==> src/rtl/clk_rst_seq_pkg.sv <==
// Shared types and default timing for the clock/reset bring-up sequencer.
// One-hot state encoding keeps state decode shallow and makes illegal states easy to detect.
package clk_rst_seq_pkg;

    typedef enum logic [5:0] {
        S_SETTLE = 6'b000001,
        S_CLKEN  = 6'b000010,
        S_REL    = 6'b000100,
        S_DONE   = 6'b001000,
        S_HOLD   = 6'b010000,
        S_GATE   = 6'b100000
    } seq_state_t;

    localparam int DEF_NUM_DOM     = 4;
    localparam int DEF_SETTLE_CYC  = 16;
    localparam int DEF_EN2RST_CYC  = 8;
    localparam int DEF_STAGGER_CYC = 4;
    localparam int DEF_HOLD_CYC    = 8;
    localparam int DEF_CNT_W       = 16;

endpackage

==> src/rtl/clk_rst_sequencer_if.sv <==
// Request/mask inputs and per-domain clock-enable/reset outputs of the sequencer.
// master = the side requesting sequences, slave = the sequencer itself.
interface clk_rst_sequencer_if #(
    parameter int NUM_DOM = 4
);
    logic               seq_req;
    logic [NUM_DOM-1:0] dom_mask;
    logic [NUM_DOM-1:0] clk_en;
    logic [NUM_DOM-1:0] dom_rst_n;
    logic               seq_busy;
    logic               seq_done;

    modport master (
        output seq_req, dom_mask,
        input  clk_en, dom_rst_n, seq_busy, seq_done
    );

    modport slave (
        input  seq_req, dom_mask,
        output clk_en, dom_rst_n, seq_busy, seq_done
    );
endinterface

==> src/rtl/seq_dly_cnt.sv <==
// Purpose: loadable down counter that parks at zero and flags expiry.
// Latency: load takes effect on the next edge; expired is decoded from the register.
// Backpressure: none, free-running once loaded.
module seq_dly_cnt #(
    parameter int               CNT_W   = 16,
    parameter logic [CNT_W-1:0] RST_VAL = '0
) (
    input  logic             clk,
    input  logic             rst_n,
    input  logic             load,
    input  logic [CNT_W-1:0] load_val,
    output logic             expired
);

    logic [CNT_W-1:0] cnt_q;

    always_ff @(posedge clk or negedge rst_n) begin
        if (!rst_n) begin
            cnt_q <= RST_VAL;
        end else if (load) begin
            cnt_q <= load_val;
        end else if (cnt_q != '0) begin
            cnt_q <= cnt_q - CNT_W'(1);
        end
    end

    assign expired = (cnt_q == '0);

endmodule

==> src/rtl/clk_rst_sequencer.sv <==
// Purpose: gate clocks, open enables, then release domain resets one by one; re-runs on seq_req.
// Latency: all outputs registered; defaults give enables at edge 16, releases 24..36, done at 40.
// Backpressure: seq_req is only honoured in S_DONE; requests while busy are dropped, not queued.
module clk_rst_sequencer
    import clk_rst_seq_pkg::*;
#(
    parameter int NUM_DOM     = DEF_NUM_DOM,
    parameter int SETTLE_CYC  = DEF_SETTLE_CYC,
    parameter int EN2RST_CYC  = DEF_EN2RST_CYC,
    parameter int STAGGER_CYC = DEF_STAGGER_CYC,
    parameter int HOLD_CYC    = DEF_HOLD_CYC,
    parameter int CNT_W       = DEF_CNT_W
) (
    input  logic                 clk,
    input  logic                 rst_n,
    clk_rst_sequencer_if.slave   sif
);

    localparam int IDX_W = $clog2(NUM_DOM + 1);

    localparam logic [CNT_W-1:0] SETTLE_LD  = CNT_W'(SETTLE_CYC - 1);
    localparam logic [CNT_W-1:0] EN2RST_LD  = CNT_W'(EN2RST_CYC - 1);
    localparam logic [CNT_W-1:0] STAGGER_LD = CNT_W'(STAGGER_CYC - 1);
    localparam logic [CNT_W-1:0] HOLD_LD    = CNT_W'(HOLD_CYC - 1);

    if (NUM_DOM < 1 || NUM_DOM > 16) begin : g_bad_dom
        $error("NUM_DOM out of range 1..16");
    end
    if (SETTLE_CYC < 1 || EN2RST_CYC < 1 || STAGGER_CYC < 1 || HOLD_CYC < 1) begin : g_bad_cyc
        $error("all *_CYC parameters must be >= 1");
    end
    if (CNT_W < 32 && (SETTLE_CYC > (1 << CNT_W) || EN2RST_CYC > (1 << CNT_W) ||
                       STAGGER_CYC > (1 << CNT_W) || HOLD_CYC > (1 << CNT_W))) begin : g_bad_w
        $error("a *_CYC parameter does not fit the delay counter");
    end

    seq_state_t         state_q, state_nxt;
    logic [IDX_W-1:0]   idx_q, idx_nxt;
    logic [NUM_DOM-1:0] mask_q, mask_nxt;
    logic [NUM_DOM-1:0] clk_en_q, clk_en_nxt;
    logic [NUM_DOM-1:0] rst_n_q, rst_n_nxt;
    logic               busy_q, busy_nxt;
    logic               done_q, done_nxt;
    logic               cnt_load;
    logic [CNT_W-1:0]   cnt_val;
    logic               cnt_exp;

    seq_dly_cnt #(
        .CNT_W   (CNT_W),
        .RST_VAL (SETTLE_LD)
    ) u_dly_cnt (
        .clk      (clk),
        .rst_n    (rst_n),
        .load     (cnt_load),
        .load_val (cnt_val),
        .expired  (cnt_exp)
    );

    always_ff @(posedge clk or negedge rst_n) begin
        if (!rst_n) begin
            state_q  <= S_SETTLE;
            idx_q    <= '0;
            mask_q   <= '0;
            clk_en_q <= '0;
            rst_n_q  <= '0;
            busy_q   <= 1'b1;
            done_q   <= 1'b0;
        end else begin
            state_q  <= state_nxt;
            idx_q    <= idx_nxt;
            mask_q   <= mask_nxt;
            clk_en_q <= clk_en_nxt;
            rst_n_q  <= rst_n_nxt;
            busy_q   <= busy_nxt;
            done_q   <= done_nxt;
        end
    end

    always_comb begin
        state_nxt  = state_q;
        idx_nxt    = idx_q;
        mask_nxt   = mask_q;
        clk_en_nxt = clk_en_q;
        rst_n_nxt  = rst_n_q;
        busy_nxt   = busy_q;
        done_nxt   = done_q;
        cnt_load   = 1'b0;
        cnt_val    = '0;

        unique case (state_q)
            S_SETTLE: begin
                if (cnt_exp) begin
                    state_nxt  = S_CLKEN;
                    clk_en_nxt = ~mask_q;
                    cnt_load   = 1'b1;
                    cnt_val    = EN2RST_LD;
                end
            end
            S_CLKEN: begin
                if (cnt_exp) begin
                    state_nxt    = S_REL;
                    rst_n_nxt[0] = ~mask_q[0];
                    idx_nxt      = IDX_W'(1);
                    cnt_load     = 1'b1;
                    cnt_val      = STAGGER_LD;
                end
            end
            S_REL: begin
                // Masked domains still burn their slot so release timing ignores the mask.
                if (cnt_exp) begin
                    if (idx_q == IDX_W'(NUM_DOM)) begin
                        state_nxt = S_DONE;
                        busy_nxt  = 1'b0;
                        done_nxt  = 1'b1;
                    end else begin
                        for (int i = 0; i < NUM_DOM; i++) begin
                            if (idx_q == IDX_W'(i)) begin
                                rst_n_nxt[i] = ~mask_q[i];
                            end
                        end
                        idx_nxt  = idx_q + IDX_W'(1);
                        cnt_load = 1'b1;
                        cnt_val  = STAGGER_LD;
                    end
                end
            end
            S_DONE: begin
                if (sif.seq_req) begin
                    state_nxt = S_HOLD;
                    mask_nxt  = sif.dom_mask;
                    rst_n_nxt = '0;
                    busy_nxt  = 1'b1;
                    done_nxt  = 1'b0;
                    cnt_load  = 1'b1;
                    cnt_val   = HOLD_LD;
                end
            end
            S_HOLD: begin
                if (cnt_exp) begin
                    state_nxt  = S_GATE;
                    clk_en_nxt = '0;
                    cnt_load   = 1'b1;
                    cnt_val    = SETTLE_LD;
                end
            end
            S_GATE: begin
                if (cnt_exp) begin
                    state_nxt  = S_CLKEN;
                    clk_en_nxt = ~mask_q;
                    cnt_load   = 1'b1;
                    cnt_val    = EN2RST_LD;
                end
            end
            default: begin
                state_nxt = S_SETTLE;
                cnt_load  = 1'b1;
                cnt_val   = SETTLE_LD;
            end
        endcase
    end

    assign sif.clk_en    = clk_en_q;
    assign sif.dom_rst_n = rst_n_q;
    assign sif.seq_busy  = busy_q;
    assign sif.seq_done  = done_q;

    a_state_onehot: assert property (@(posedge clk) disable iff (!rst_n) $onehot(state_q));
    a_done_not_busy: assert property (@(posedge clk) disable iff (!rst_n) done_q |-> !busy_q);
    a_rst_needs_clk: assert property (@(posedge clk) disable iff (!rst_n) (rst_n_q & ~clk_en_q) == '0);

endmodule

==> src/flat_wrapper.sv <==
// flat-port wrapper written by rule: the top's interface ports become plain ports
module clk_rst_sequencer_flat import clk_rst_seq_pkg::*;
#(
    parameter int NUM_DOM     = DEF_NUM_DOM,
    parameter int SETTLE_CYC  = DEF_SETTLE_CYC,
    parameter int EN2RST_CYC  = DEF_EN2RST_CYC,
    parameter int STAGGER_CYC = DEF_STAGGER_CYC,
    parameter int HOLD_CYC    = DEF_HOLD_CYC,
    parameter int CNT_W       = DEF_CNT_W
)
  (clk, rst_n, sif_seq_req, sif_dom_mask, sif_clk_en, sif_dom_rst_n, sif_seq_busy, sif_seq_done);
  clk_rst_sequencer_if #(.NUM_DOM(NUM_DOM)) sif_i ();
  input  logic clk;
  input  logic rst_n;
  input wire logic [$bits(sif_i.seq_req)-1:0] sif_seq_req;
  input wire logic [$bits(sif_i.dom_mask)-1:0] sif_dom_mask;
  output wire logic [$bits(sif_i.clk_en)-1:0] sif_clk_en;
  output wire logic [$bits(sif_i.dom_rst_n)-1:0] sif_dom_rst_n;
  output wire logic [$bits(sif_i.seq_busy)-1:0] sif_seq_busy;
  output wire logic [$bits(sif_i.seq_done)-1:0] sif_seq_done;
  assign sif_i.seq_req = sif_seq_req;
  assign sif_i.dom_mask = sif_dom_mask;
  assign sif_clk_en = sif_i.clk_en;
  assign sif_dom_rst_n = sif_i.dom_rst_n;
  assign sif_seq_busy = sif_i.seq_busy;
  assign sif_seq_done = sif_i.seq_done;
  clk_rst_sequencer #(.NUM_DOM(NUM_DOM), .SETTLE_CYC(SETTLE_CYC), .EN2RST_CYC(EN2RST_CYC), .STAGGER_CYC(STAGGER_CYC), .HOLD_CYC(HOLD_CYC), .CNT_W(CNT_W)) u_core (.clk(clk), .rst_n(rst_n), .sif(sif_i));
endmodule
==> config.mk <==
export PLATFORM = sky130hd
export DESIGN_NAME = clk_rst_sequencer_flat
export DESIGN_NICKNAME = d
export VERILOG_FILES = /design/src/rtl/clk_rst_seq_pkg.sv /design/src/rtl/clk_rst_sequencer_if.sv /design/src/rtl/seq_dly_cnt.sv /design/src/rtl/clk_rst_sequencer.sv /design/src/flat_wrapper.sv
export SDC_FILE = /design/constraint.sdc
export NUM_CORES = 1
export LEC_CHECK = 0
export ABC_CLOCK_PERIOD_IN_PS = 4750
export BUFFER_PORTS_ARGS = -buffer_cell sky130_fd_sc_hd__buf_2
export CAP_MARGIN = 30
export CORE_ASPECT_RATIO = 1.25
export CORE_MARGIN = 2
export CORE_UTILIZATION = 55
export DETAILED_ROUTE_END_ITERATION = 8
export PLACE_DENSITY = 0.82
export SLEW_MARGIN = 20
export SYNTH_ARGS = -nofsm -noshare
export SYNTH_HDL_FRONTEND = slang
export SYNTH_SLANG_ARGS = --single-unit
==> constraint.sdc <==
create_clock -name clk -period 4.75 [get_ports clk]
set_input_delay 0.7125 -clock clk [delete_from_list [all_inputs] [get_ports clk]]
set_output_delay 0.7125 -clock clk [all_outputs]
set_load 0.01 [all_outputs]
==> flow_summary.yaml <==
timing:
  rsz0062_at_grt: "no"
  setup_viol: 0
  worst_slew_pin_slew_ps: 854
  min_period_ps: 2660
  setup_tns_ps: 0
  maxSlewHeadroom_pct: 43.1
  finalCritPeriodShare_pct: 56.1
  setup_ws_ps: 2090
  max_freq_mhz: 376
  slew_violations: 0
  fin_hold_ws_ps: 467
  skew_ps: 7.22
  finalHoldViolCount: 0
clock_network:
  clockBufferDepth: 2
  cts_buffers: 5
  post_cts_buffers: 0
  cts.sinks: 39
  path_clk_slew_ps: 70
  hold_buffers: 0
  ctsResizeCount: 0
  h-tree-depth: 2
  clock_latency_ps: 300
  cts-root-buf: "clkbuf_8"
  cts_tree: "done"
critical_path:
  r2r-end: "u_core.sif.clk_en[0]$_DFFE_PN0P_"
  reg2reg_from: "u_core.u_dly_cnt.cnt_q[0]$_DFFE_PN1P_"
  rr_worst_depth: 6
  cp-start-kind: "flip-flop"
  required_ps: 4980
  ff2ff_setup_slack_ps: 2090
  end_kind: "flip-flop"
  timing.critical_path.arrival_ps: 2890
  path_class: "reg -> reg"
  cp_max_fo: 8
grt:
  grt_max_degree: 40
  grt_pass1_vias: 1614
  antenna_found_initial: 0
  grt.met2_usage_pct: 40.0
  grt_overflow_total: 0
  use_met1_pct: 29.5
  grt_first_pass_wirelength_um: 7680
  grt-busiest-layer: "met2"
  grtUsageTotal_pct: 23.4
  met3_usage_pct: 4.17
worst_hold_path:
  whs_endpoint: "u_core.sif.clk_en[0]$_DFFE_PN0P_"
  min_from: "u_core.mask_q[0]$_DFFE_PN0P_"
  hold_depth: 1
  min_path_type: "reg -> reg"
synthesis:
  synth_cells: 228
  synth_nets: 242
  ys_warn_count: 0
  ys_ff_latch: 39
  seq_area_frac_synth_pct: 45.4
  syn_area_sq_mm: 0.00217
  avgSynthCellArea_sq_um: 9.50
  async_flop_share_pct: 100
  synth_edf_count: 0
  synthFlopType: "dfrtp_1"
  netlist-cell-type-count: 52
placed_design:
  io_buffer_count: 16
  dp_hpwl_um: 3420
  pre_cts_slack_ps: 2120
  routabilityCongestion: 0.814
final_layout:
  final_nets: 258
  diodes: 0
  drive_gt1_share_pct: 14.3
  final_common_cell: "dfrtp_1"
  final_cell_mix: "dfrtp_1 (33), nor2_1 (19), nand2_1 (19), buf_2 (16), or3_1 (12)"
  area_growth_syn_to_layout_pct: 9.42
  fillers: 328
detailed_routing:
  routed_via_density: 5.93
  via_count: 1772
  drt-pass1-iter-count: 4
  finalWirelength_um: 4640
  postRouteAntennaNets: 0
  drc_errors: 0
  wire_per_inst_um: 15.5
  first_iter_violations: 114
power:
  switching_share_pct: 32.3
  p_seq_share_pct: 50.1
  irDropWorstVdd_mv: 0.201
  cellLeakagePower_uw: 0.00106
  comb_power_share_pct: 22.9
  p_per_area_mw_per_mm2: 338
  p_sw_uw: 259
  p_clk_share_pct: 27.0
  intPower_uw: 542
floorplanning:
  rows: 25
  initial_utilization_pct: 57.2
  die_area_sq_mm: 0.00446
  die_w_um: 60.1
  die_height_um: 74.2
  core_sq_mm: 0.00378
  io_pins: 17
status:
  run_status: "finished clean"
job:
  maxCapViolCount: 0
==> area by class of cell <==
class	instances	area [sq um]	share of cell area, %
Multi-Input combinational cell	173	1120	47.3
Sequential cell	39	983	41.5
Timing Repair Buffer	16	80.1	3.38
Clock buffer	6	72.6	3.06
Tap cell	54	67.6	2.85
Inverter	9	33.8	1.43
Clock inverter	2	12.5	0.528
==> critical path, cell delays in order (launching register included) <==
cell,delay (ps)
dfstp_2,400
inv_1,90
ha_1,170
or4b_2,610
or4_1,610
or4_4,580
o21ai_1,140
==> per-layer routing <==
layer | wire, um | vias to the layer above
li1 | - | 868
met3 | 184 | 9
met4 | 98 | 0
met2 | 2410 | 43
met5 | 0 | -
met1 | 1940 | 852
==> power by group through the flow <==
| stage | Sequential [uW] | Combinational, uW | Clock [uW] |
|---|---|---|---|
| finish | 401 | 183 | 217 |
| global placement | 405 | 179 | 0 |
| detailed placement | 407 | 182 | 0 |
| global route | 407 | 209 | 235 |
| floorplan | 394 | 142 | 0 |
| CTS | 401 | 185 | 222 |
==> worst max path at each step <==
stage	to	startpoint	cells past startpoint	slack, ps
after floorplan	u_core.sif.clk_en[0]$_DFFE_PN0P_	u_core.u_dly_cnt.cnt_q[0]$_DFFE_PN1P_	7	2330
after global placement	u_core.sif.clk_en[0]$_DFFE_PN0P_	u_core.u_dly_cnt.cnt_q[0]$_DFFE_PN1P_	6	2160
after detailed placement	u_core.sif.clk_en[0]$_DFFE_PN0P_	u_core.u_dly_cnt.cnt_q[0]$_DFFE_PN1P_	6	2120
after CTS	u_core.sif.clk_en[0]$_DFFE_PN0P_	u_core.u_dly_cnt.cnt_q[0]$_DFFE_PN1P_	6	2100
after global routing	u_core.u_dly_cnt.cnt_q[0]$_DFFE_PN1P_	u_core.u_dly_cnt.cnt_q[8]$_DFFE_PN0P_	5	2010
final	u_core.sif.clk_en[0]$_DFFE_PN0P_	u_core.u_dly_cnt.cnt_q[0]$_DFFE_PN1P_	6	2090
==> kinds of logic after synthesis <==
family	share of synthesized area, %
buffers and inverters	2.89
DFF	45.4
and+or+nand+nor	27.7
AOI/OAI and AO/OA	13.8
muxes	2.54
adders and majority gates	4.04
xor gates and xnor gates	3.64
==> synth_stat cells (all sizes together) (3+ instances only) <==
| cell type | instances | area share, % |
|---|---|---|
| xor2 | 5 | 2.0 |
| mux2 | 4 | 2.1 |
| o21ai | 14 | 3.2 |
| nand3 | 8 | 1.8 |
| nor2b | 4 | 1.2 |
| or3 | 12 | 3.5 |
| dfrtp | 33 | 38 |
| inv | 9 | 1.6 |
| nor3 | 6 | 1.4 |
| clkbuf | 4 | 0.69 |
| nand2b | 4 | 1.2 |
| a21oi | 9 | 2.1 |
| nand2 | 19 | 3.3 |
| buf | 3 | 0.64 |
| nor4 | 9 | 3.2 |
| o21a | 3 | 1.0 |
| nor2 | 20 | 3.6 |
| ha | 7 | 4.0 |
| xnor2 | 4 | 1.6 |
| nand4 | 5 | 1.4 |
| or4b | 3 | 1.4 |
| dfstp | 6 | 7.3 |
| or4 | 7 | 2.6 |
==> per-stage QoR <==
| stage | cell area [sq um] | power (uW) | util (%) | instances |
|---|---|---|---|---|
| after floorplan | 2170 | 535 | - | 228 |
| after global placement | 2280 | 584 | 60.4 | 291 |
| after detailed placement | 2280 | 589 | 60.4 | 291 |
| after CTS | 2370 | 807 | 62.6 | 299 |
| after global routing | 2370 | 851 | 62.6 | 299 |
| final | 2370 | 801 | 62.6 | 299 |
==> flip-flops by register name, indices dropped and copies added, names as in the netlist <==
signal / flops
u_core.u_dly_cnt.cnt_q: 16
u_core.state_q: 6
u_core.mask_q: 4
u_core.sif.clk_en: 4
u_core.sif.dom_rst_n: 4
u_core.idx_q: 3
u_core.sif.seq_busy: 1
u_core.sif.seq_done: 1
No activity file was read; power rests on OpenSTA's default activity.
